`config.mk`:
```
export PLATFORM = sky130hd
export DESIGN_NAME = lm07_responder
export DESIGN_NICKNAME = d
export VERILOG_FILES = /design/src/rtl/lm07_responder.sv
export SDC_FILE = /design/constraint.sdc
export NUM_CORES = 1
export LEC_CHECK = 0
export CAP_MARGIN = 40
export CORE_MARGIN = 5
export CORE_UTILIZATION = 56
export DETAILED_ROUTE_END_ITERATION = 16
export GPL_ROUTABILITY_DRIVEN = 0
export MAX_ROUTING_LAYER = met4
export PLACE_DENSITY_LB_ADDON = 0.05
export SETUP_SLACK_MARGIN = 0.3
export SLEW_MARGIN = 10
export SYNTH_ARGS = -nofsm -noshare
export SYNTH_HDL_FRONTEND = slang
export SYNTH_SLANG_ARGS = --single-unit
export TNS_END_PERCENT = 100
```
`constraint.sdc`:
```
create_clock -name SYSCLK -period 2.1 [get_ports SYSCLK]
set_input_delay 0.63 -clock SYSCLK [delete_from_list [all_inputs] [get_ports SYSCLK]]
set_output_delay 0.63 -clock SYSCLK [all_outputs]
set_load 0.05 [all_outputs]
```
`src/rtl/lm07_responder.sv`:
```
// LM07 temperature-sensor SPI responder: serialises {sign, clamped magnitude, status} MSB first per CS-low window.
// Optional build macro LM07_SWEEP_EN replaces the external temperature with an internal 0..99 sweep counter.
module lm07_responder #(
    parameter logic [7:0] STATUS_BYTE = 8'h0F,
    parameter logic [6:0] MAX_MAG     = 7'd99
) (
    input  logic       SYSCLK,
    input  logic       RSTN,
    input  logic       CS,
    input  logic       SCK,
    input  logic       TEMP_SIGN,
    input  logic [6:0] TEMP_MAG,
    output logic       SIO,
    output logic       SIO_OE,
    output logic       BUSY,
    output logic       FRAME_DONE,
    output logic [4:0] BIT_COUNT
);

    typedef enum logic [1:0] {
        ST_IDLE,
        ST_SHIFT,
        ST_OVER
    } state_e;

    localparam logic [4:0] FRAME_BITS = 5'd16;

    logic        cs_meta_q, cs_sync_q, cs_dly_q;
    logic        sck_meta_q, sck_sync_q, sck_dly_q;
    logic        cs_fall_d, cs_fall_q, cs_rise_d, cs_rise_q;
    logic        sck_fall_d, sck_fall_q, sck_rise_d, sck_rise_q;

    logic        snap_sign_d, snap_sign_q;
    logic [6:0]  snap_mag_d, snap_mag_q;
    logic        src_sign;
    logic [6:0]  src_mag;
    logic [6:0]  clamped_mag;
    logic [15:0] frame;

    state_e      state_d, state_q;
    logic [15:0] shift_d, shift_q;
    logic [4:0]  bit_count_d, bit_count_q;
    logic        sio_d, sio_q;
    logic        sio_oe_d, sio_oe_q;
    logic        busy_d, busy_q;
    logic        frame_done_d, frame_done_q;

`ifdef LM07_SWEEP_EN
    localparam logic [6:0] SWEEP_LAST = 7'd99;

    logic [6:0] sweep_d, sweep_q;
    logic       unused_temp_inputs;

    // External temperature has no effect in the sweep build.
    assign unused_temp_inputs = ^{TEMP_SIGN, TEMP_MAG};
    assign src_sign = 1'b0;
    assign src_mag  = sweep_q;

    always_comb begin
        sweep_d = sweep_q;
        if (frame_done_d) begin
            sweep_d = (sweep_q == SWEEP_LAST) ? 7'd0 : sweep_q + 7'd1;
        end
    end

    always_ff @(posedge SYSCLK or negedge RSTN) begin
        if (!RSTN) begin
            sweep_q <= 7'd0;
        end else begin
            sweep_q <= sweep_d;
        end
    end
`else
    assign src_sign = TEMP_SIGN;
    assign src_mag  = TEMP_MAG;
`endif

    assign clamped_mag = (snap_mag_q > MAX_MAG) ? MAX_MAG : snap_mag_q;
    assign frame       = {snap_sign_q, clamped_mag, STATUS_BYTE};

    // Edge detects are registered so every decision sees a clean one-cycle pulse.
    always_comb begin
        // NOTE: every always_comb output gets a default first so no path can infer a latch.
        cs_fall_d   = cs_dly_q & ~cs_sync_q;
        cs_rise_d   = ~cs_dly_q & cs_sync_q;
        sck_fall_d  = sck_dly_q & ~sck_sync_q;
        sck_rise_d  = ~sck_dly_q & sck_sync_q;
        snap_sign_d = snap_sign_q;
        snap_mag_d  = snap_mag_q;
        if (cs_fall_d) begin
            snap_sign_d = src_sign;
            snap_mag_d  = src_mag;
        end
    end

    always_comb begin
        state_d      = state_q;
        shift_d      = shift_q;
        bit_count_d  = bit_count_q;
        frame_done_d = 1'b0;
        unique case (state_q)
            ST_IDLE: begin
                if (cs_fall_q) begin
                    state_d     = ST_SHIFT;
                    shift_d     = frame;
                    bit_count_d = 5'd0;
                end
            end
            ST_SHIFT: begin
                // CS rise takes priority: a coincident SCK edge is dropped.
                if (cs_rise_q) begin
                    state_d      = ST_IDLE;
                    frame_done_d = 1'b1;
                end else if (sck_rise_q) begin
                    if (bit_count_q != FRAME_BITS) begin
                        bit_count_d = bit_count_q + 5'd1;
                    end
                end else if (sck_fall_q) begin
                    shift_d = {shift_q[14:0], 1'b0};
                    if (bit_count_q == FRAME_BITS) begin
                        state_d = ST_OVER;
                    end
                end
            end
            ST_OVER: begin
                if (cs_rise_q) begin
                    state_d      = ST_IDLE;
                    frame_done_d = 1'b1;
                end
            end
            default: state_d = ST_IDLE;
        endcase

        sio_d    = (state_d == ST_SHIFT) && shift_d[15];
        sio_oe_d = (state_d != ST_IDLE);
        busy_d   = (state_d != ST_IDLE);
    end

    always_ff @(posedge SYSCLK or negedge RSTN) begin
        if (!RSTN) begin
            cs_meta_q    <= 1'b1;
            cs_sync_q    <= 1'b1;
            cs_dly_q     <= 1'b1;
            sck_meta_q   <= 1'b0;
            sck_sync_q   <= 1'b0;
            sck_dly_q    <= 1'b0;
            cs_fall_q    <= 1'b0;
            cs_rise_q    <= 1'b0;
            sck_fall_q   <= 1'b0;
            sck_rise_q   <= 1'b0;
            snap_sign_q  <= 1'b0;
            snap_mag_q   <= 7'd0;
            state_q      <= ST_IDLE;
            shift_q      <= 16'd0;
            bit_count_q  <= 5'd0;
            sio_q        <= 1'b0;
            sio_oe_q     <= 1'b0;
            busy_q       <= 1'b0;
            frame_done_q <= 1'b0;
        end else begin
            // NOTE: non-blocking assignments keep the synchroniser chain a true shift register.
            cs_meta_q    <= CS;
            cs_sync_q    <= cs_meta_q;
            cs_dly_q     <= cs_sync_q;
            sck_meta_q   <= SCK;
            sck_sync_q   <= sck_meta_q;
            sck_dly_q    <= sck_sync_q;
            cs_fall_q    <= cs_fall_d;
            cs_rise_q    <= cs_rise_d;
            sck_fall_q   <= sck_fall_d;
            sck_rise_q   <= sck_rise_d;
            snap_sign_q  <= snap_sign_d;
            snap_mag_q   <= snap_mag_d;
            state_q      <= state_d;
            shift_q      <= shift_d;
            bit_count_q  <= bit_count_d;
            sio_q        <= sio_d;
            sio_oe_q     <= sio_oe_d;
            busy_q       <= busy_d;
            frame_done_q <= frame_done_d;
        end
    end

    assign SIO        = sio_q;
    assign SIO_OE     = sio_oe_q;
    assign BUSY       = busy_q;
    assign FRAME_DONE = frame_done_q;
    assign BIT_COUNT  = bit_count_q;

endmodule

```
==> qor.csv, run 1 <==
stage,metric,value,unit
run_status,status,finished clean,
synthesis,yosysUniqueCellTypes,47,
synthesis,synth_common_cells,"dfrtp_1, nand2_1, o21ai_1",
final_layout,nets,225,
drt,wl_met2,2.127,mm
synthesis,syn_area_per_cell,11.36,sq um
synthesis,synth_xor_area_frac,0,
setup_path,slowest_delay,0.42,ns
die,die_h,70.77,um
placement,dp_hpwl,2.961,mm
die,dieArea,5008,sq um
drt,vias,1524,
final_layout,syn_to_final_growth,18.51,%
pwr,power,2.843,mW
clocking,cts.clk_slew.worst_paths,0.09,ns
synthesis,synth_nets,200,
final_layout,postLayoutCellArea,2451,sq um
synthesis,synthesis.area,2068,sq um
setup_path,crit_slowest_cell,dfrtp_1,
sta,finalCriticalPeriod,1.825,ns
synthesis,ys_seq_elements,44,
drt,wl_met1,1.761,mm
sta,fmax,548.0,MHz
drt,drtIter0Drc,140,
setup_path,path_cells,"inv_1, ha_2, buf_12, nor2_1, a32o_1, a311o_1, and3b_1",
die,start_util,0.5736,
final_layout,fin_cells,256,
clocking,cts_made_buffers,5,
drt,met3_length,214,um
grt,grt_pass1_vias,1552,
grt,grt_usage,0.1841,
die,rows,22,
sta,fin_skew,0.008721,ns
die,ios,21,
clocking,cts_tree,built,
synthesis,synth_ff_type,dfrtp_1,
synthesis,synth_edf_count,0,
synthesis,synth_top_family_by_area,compound AO/OA/AOI/OAI gates,
setup_path,critPathRequiredTime,2.31,ns
pwr,p_per_area,1160,nW/um^2
die,die_x,70.77,um
clocking,cts-root-buf,clkbuf_8,
sta,final.setup.tns,0,ns
drt,drc,0,
setup_path,crit_type,reg2reg,
sta,setup_violations,0,
sta,relSlewSlack,0.6215,
die,core_area,3606,sq um
synthesis,synthTopCellsByArea,"dfrtp_1, mux2_2, dfstp_2",
drt,highest_layer,met4,
sta,slew_viol_final,0,
grt,grt_pass1_wl,7.155,mm
clocking,clock_sinks,44,
synthesis,yosysWarnings,0,
sta,worst_pin_slew,0.5677,ns
synthesis,async_reset_ff_frac,1.000,
drt,wl,4.195,mm
clocking,cts_max_level,2,
grt,grt_max_degree,29,
grt,antenna_found_initial,0,
synthesis,synthAdderAreaFrac,0.03630,
placement,place_ws,0.1372,ns
synthesis,seq_area_frac_synth,0.5342,
clocking,cts_buffer_depth,2,
run,cap_violations,0,
placement,portBuffers,20,
placement,place_area,2302,sq um
final_layout,drive_gt1_frac,0.2356,
drt,routed_via_density,5.953,
grt,grt_overflow,0,
synthesis,synthMuxAreaShare,0.05868,
sta,finalHoldViolCount,0,
pwr,leakage,1.033,nW
clocking,clk_latency,0.31,ns
synthesis,synth_compound_area_frac,0.1869,
sta,period_share,0.8689,
pwr,ir_drop,0.0006589,V
setup_path,crit_fanout,28,
synthesis,netlist_instances,182,
sta,fin_ws,0.2753,ns
setup_path,worstSetupStartpointType,flop,
hold_path,hold_path_class,in2async,
placement,dpl.cell_count,247,
final_layout,antenna_cells,0,
synthesis,yosysTopAreaCellShare,0.4961,
drt,firstDrtPassIters,4,
synthesis,yosysTopAreaCell,dfrtp_1,
drt,wl_per_cell,16.39,um
synthesis,synth-simple-area-share,0.1470,
setup_path,end_kind,flop,
clocking,hold_buffers,0,
drt,ant_nets,0,
setup_path,arrival,2.03,ns
sta,rsz0062_at_grt,true,
synthesis,synthMostInstantiatedCell,dfrtp_1,
==> path summary, 6_finish.rpt <==
check                      depth (start not counted)  slack [ns]      endpoint        from
hold / removal                                     1        0.30  BIT_COUNT[3]        RSTN
setup / recovery                                   7        0.28           SIO  state_q[1]
max in group asynchronous                          2        1.22    shift_q[9]        RSTN
hold reg to reg                                    0        0.36    sck_sync_q  sck_meta_q
setup reg to reg                                   7        0.28           SIO  state_q[1]
min in group SYSCLK                                0        0.36    sck_sync_q  sck_meta_q
==> routing by layer <==
metal / vias up / track usage
met5: - / -
met4: 0 / 0.06681
li1: 713 / -
met2: 45 / 0.3120
met1: 754 / 0.2084
met3: 12 / 0.04972
==> power breakdown <==
part           leakage (nW)  switching (mW)  internal, mW
Combinational         0.447           0.631         0.450
Clock                0.0452           0.320         0.242
Sequential            0.540           0.165          1.04
Total                  1.03            1.12          1.73
==> sequential cells by signal (all words and copies together), names as in the netlist, 2 cells and up <==
register    cells
BIT_COUNT       5
shift_q        16
state_q         2
snap_mag_q      7
==> cell type report <==
class	instances	area, sq um
Fill cell	286	1155
Sequential cell	44	1107
Multi-Input combinational cell	122	922.1
Timing Repair Buffer	28	245.2
Clock buffer	5	68.82
Tap cell	48	60.06
Clock inverter	3	25.02
Inverter	6	22.52
==> repair_timing <==
action	4_1_cts	5_1_grt
resized for setup	5	7
setup buffers	0	1
endpoints found under the setup margin	9	12
hold endpoints to repair	0	0
==> layout by cell type, fill, tap and decap left out, drive strengths merged, types with 3 or more instances in the layout <==
cell type,count
dfrtp,41
buf,18
nand2,13
o21ai,13
clkdlybuf4s50,10
mux2,9
inv,8
nand3,7
a21oi,7
nor2,7
nand2b,6
a22o,6
nor2b,6
ha,6
a22oi,5
clkbuf,5
a221o,4
o32a,3
dfstp,3
and2,3
==> cell families after synthesis <==
logic type | Yosys count
multiplexers | 11
flip-flops | 44
adder cells (fa/ha/maj) | 6
buffers and inverters | 16
AO/OA/AOI/OAI | 53
AND/OR/NAND/NOR | 52
==> critical path: cells and delay by family (launching register included) <==
kind	cells	cell delay [ns]
buffers and inverters	2	0.28
AOI/OAI and AO/OA	2	0.56
and+or+nand+nor	2	0.24
adders and majority gates	1	0.22
DFF	1	0.42
==> through the flow <==
stage / utilization / hold slack [ns]
5_1_grt: 0.6797 / 0.3519
6_report: 0.6797 / 0.3000
3_5_place_dp: 0.6384 / 0.3355
2_1_floorplan: - / 0.3312
3_3_place_gp: 0.6384 / 0.3406
4_1_cts: 0.6700 / 0.3269
(Power assumes the default switching activity.)
==> inputs of run 2 (changes only) <==
Settings changed: CORE_UTILIZATION 56 to 62, DONT_BUFFER_PORTS set to 1, HOLD_SLACK_MARGIN set to 0.1, REMOVE_ABC_BUFFERS set to 1.
==> qor.csv, run 2 (synthesis gave the netlist of run 1 again) <==
stage,metric,value,unit,change
run_status,status,finished clean,,
sta,fin_skew,0.02256,ns,+0.01384 ns
setup_path,slowest_delay,0.48,ns,+0.06 ns
setup_path,r2r_start,state_q[0],,
grt,grt_max_degree,45,,+55%
placement,place_area,2147,sq um,-6.7%
run,cap_violations,0,,unchanged
sta,final.setup.tns,0,ns,unchanged
final_layout,drive_gt1_frac,0.2462,,+0.01058
sta,period_share,0.8384,,-0.03048
sta,worst_pin_slew,0.4416,ns,-0.1261 ns
setup_path,crit_slowest_cell,dfrtp_2,,
final_layout,regMostFlops,shift_q,,
setup_path,crit_type,reg2reg,,
die,core_area,3284,sq um,-8.9%
die,rows,21,,-4.5%
die,dieArea,4591,sq um,-8.3%
clocking,cts_buffer_depth,2,,unchanged
placement,portBuffers,0,,-100%
final_layout,postLayoutCellArea,2387,sq um,-2.6%
clocking,clock_sinks,44,,unchanged
die,start_util,0.6297,,+0.05615
drt,firstDrtPassIters,5,,+1
final_layout,final.fill_count,252,,-12%
drt,drc,0,,unchanged
pwr,p_int,1.852,mW,+7.2%
sta,setup_violations,0,,unchanged
sta,relSlewSlack,0.7058,,+0.08424
sta,fmax,568.0,MHz,+3.6%
die,die_h,67.76,um,-4.3%
setup_path,crit_fanout,13,,-54%
sta,rsz0062_at_grt,true,,
pwr,p_switching,1.067,mW,-4.4%
drt,wl,4.092,mm,-2.5%
die,die_x,67.76,um,-4.3%
hold_path,hold_start,CS,,
drt,ant_nets,0,,unchanged
clocking,cts_max_level,2,,unchanged
grt,grt_pass1_wl,6.561,mm,-8.3%
setup_path,ff2ff_setup_slack,0.34,ns,+0.06 ns
sta,whs,0.2551,ns,-0.04493 ns
grt,grt_usage,0.2012,,+0.01708
die,ios,21,,unchanged
pwr,leakage,0.9993,nW,-3.3%
grt,grt_overflow,0,,unchanged
placement,dp_hpwl,2.852,mm,-3.7%
sta,finalCriticalPeriod,1.761,ns,-0.06401 ns
drt,drtIter0Drc,104,,-26%
hold_path,hold_depth,0,,
setup_path,arrival,2.02,ns,about the same
final_layout,final_common_cell,dfrtp_1,,
pwr,swShare,0.3655,,-0.02687
hold_path,hold_path_class,in2reg,,
setup_path,r2r_end,SIO,,
final_layout,largest_reg_flops,16,,unchanged
hold_path,hold_path_end,cs_meta_q,,
final_layout,syn_to_final_growth,15.43,%,
setup_path,setup.worst_path.start,state_q[0],,
grt,grt_pass1_vias,1424,,-8.2%
placement,place_ws,0.1017,ns,-0.03558 ns
clocking,clk_latency,0.37,ns,+0.06 ns
setup_path,path_cells,"inv_1, ha_4, nor2_1, a32o_1, a311o_1, and3b_1",,
final_layout,antenna_cells,0,,unchanged
setup_path,worstSetupStartpointType,flop,,
sta,slew_viol_final,0,,unchanged
setup_path,r2r_cells,6,,-1
drt,wl_per_cell,16.98,um,+3.6%
drt,routed_via_density,6.095,,+2.4%
sta,finalHoldViolCount,0,,unchanged
sta,fin_ws,0.3393,ns,+0.06401 ns
clocking,cts_made_buffers,5,,unchanged
pwr,seqPwrFrac,0.418,,-0.004
grt,antenna_found_initial,0,,unchanged
clocking,cts-root-buf,clkbuf_4,,
setup_path,critPathRequiredTime,2.36,ns,+0.05 ns
pwr,p_per_area,1223,nW/um^2,+5.4%
pwr,p_clk_frac,0.222,,+0.024
final_layout,final_cell_mix,"dfrtp_1, nand2_1, buf_4, o21ai_1, mux2_2",,
pwr,combPwrFrac,0.360,,-0.020
drt,vias,1469,,-3.6%
clocking,cts.clk_slew.worst_paths,0.13,ns,+0.04 ns
final_layout,nets,212,,-5.8%
setup_path,end_kind,flop,,
clocking,cts_tree,built,,
pwr,ir_drop,0.0006607,V,+0.27%
[run 2: cell types whose count changed in the layout (fill, tap and decap cells not counted), moves of 4 or more]
| cell | delta |
|---|---|
| clkbuf_4 | +5 |
| clkdlybuf4s50_1 | -10 |
| buf_4 | -4 |
| clkbuf_8 | -5 |
[run 2: cell type report]
class / count / area, sq um / share of cell area
Sequential cell: 44 / 1107 / 0.4638
Multi-Input combinational cell: 122 / 958.4 / 0.4015
Timing Repair Buffer: 15 / 140.1 / 0.05870
Clock inverter: 2 / 60.06 / 0.02516
Tap cell: 46 / 57.56 / 0.02411
Clock buffer: 6 / 41.29 / 0.01730
Inverter: 6 / 22.52 / 0.009434
[run 2: repair_timing]
item,CTS,global route
resized for setup,4,16
endpoints found under the hold margin,44,0
setup endpoints to repair,9,12
setup buffers,0,3
gates cloned,0,0
hold buffers,2,0
pin swaps,0,3
[run 2: layer usage]
| layer | track usage | vias up | routed length (um) |
|---|---|---|---|
| met3 | 0.05824 | 8 | 158 |
| met1 | 0.2441 | 732 | 1790 |
| met4 | 0.06076 | 0 | 72 |
| met5 | - | - | 0 |
| met2 | 0.3244 | 41 | 2070 |
| li1 | - | 688 | - |
[run 2: worst max-delay path: cells and delay by family, from the launching register on]
family	cells	cell delay, ns
and+or+nand+nor	2	0.26
DFF	1	0.48
AOI/OAI and AO/OA	2	0.53
adders and majority gates	1	0.24
buffers and inverters	1	0.15
[run 2: metrics by stage]
step	power [mW]	utilization	cells
6_report	2.919	0.7269	241
5_1_grt	3.085	0.7269	241
4_1_cts	2.820	0.6979	238
3_5_place_dp	2.138	0.6537	228
3_3_place_gp	2.088	0.6537	228
2_1_floorplan	1.885	-	172
[run 2: power groups by stage]
stage / Clock (mW) / Combinational [mW] / Sequential (mW)
floorplan: 0 / 0.567 / 1.32
global placement: 0 / 0.881 / 1.21
detailed placement: 0 / 0.923 / 1.22
CTS: 0.654 / 0.967 / 1.20
global route: 0.702 / 1.14 / 1.24
finish: 0.649 / 1.05 / 1.22
[run 2: how the worst max path moves through the flow]
stage              endpoint  slack, ns  depth (start not counted)
2_1_floorplan    shift_q[8]      -0.59                          6
3_3_place_gp   BIT_COUNT[4]       0.27                          6
3_5_place_dp     shift_q[9]       0.10                          7
4_1_cts                 SIO       0.27                          7
5_1_grt                 SIO       0.28                          7
6_report                SIO       0.34                          6
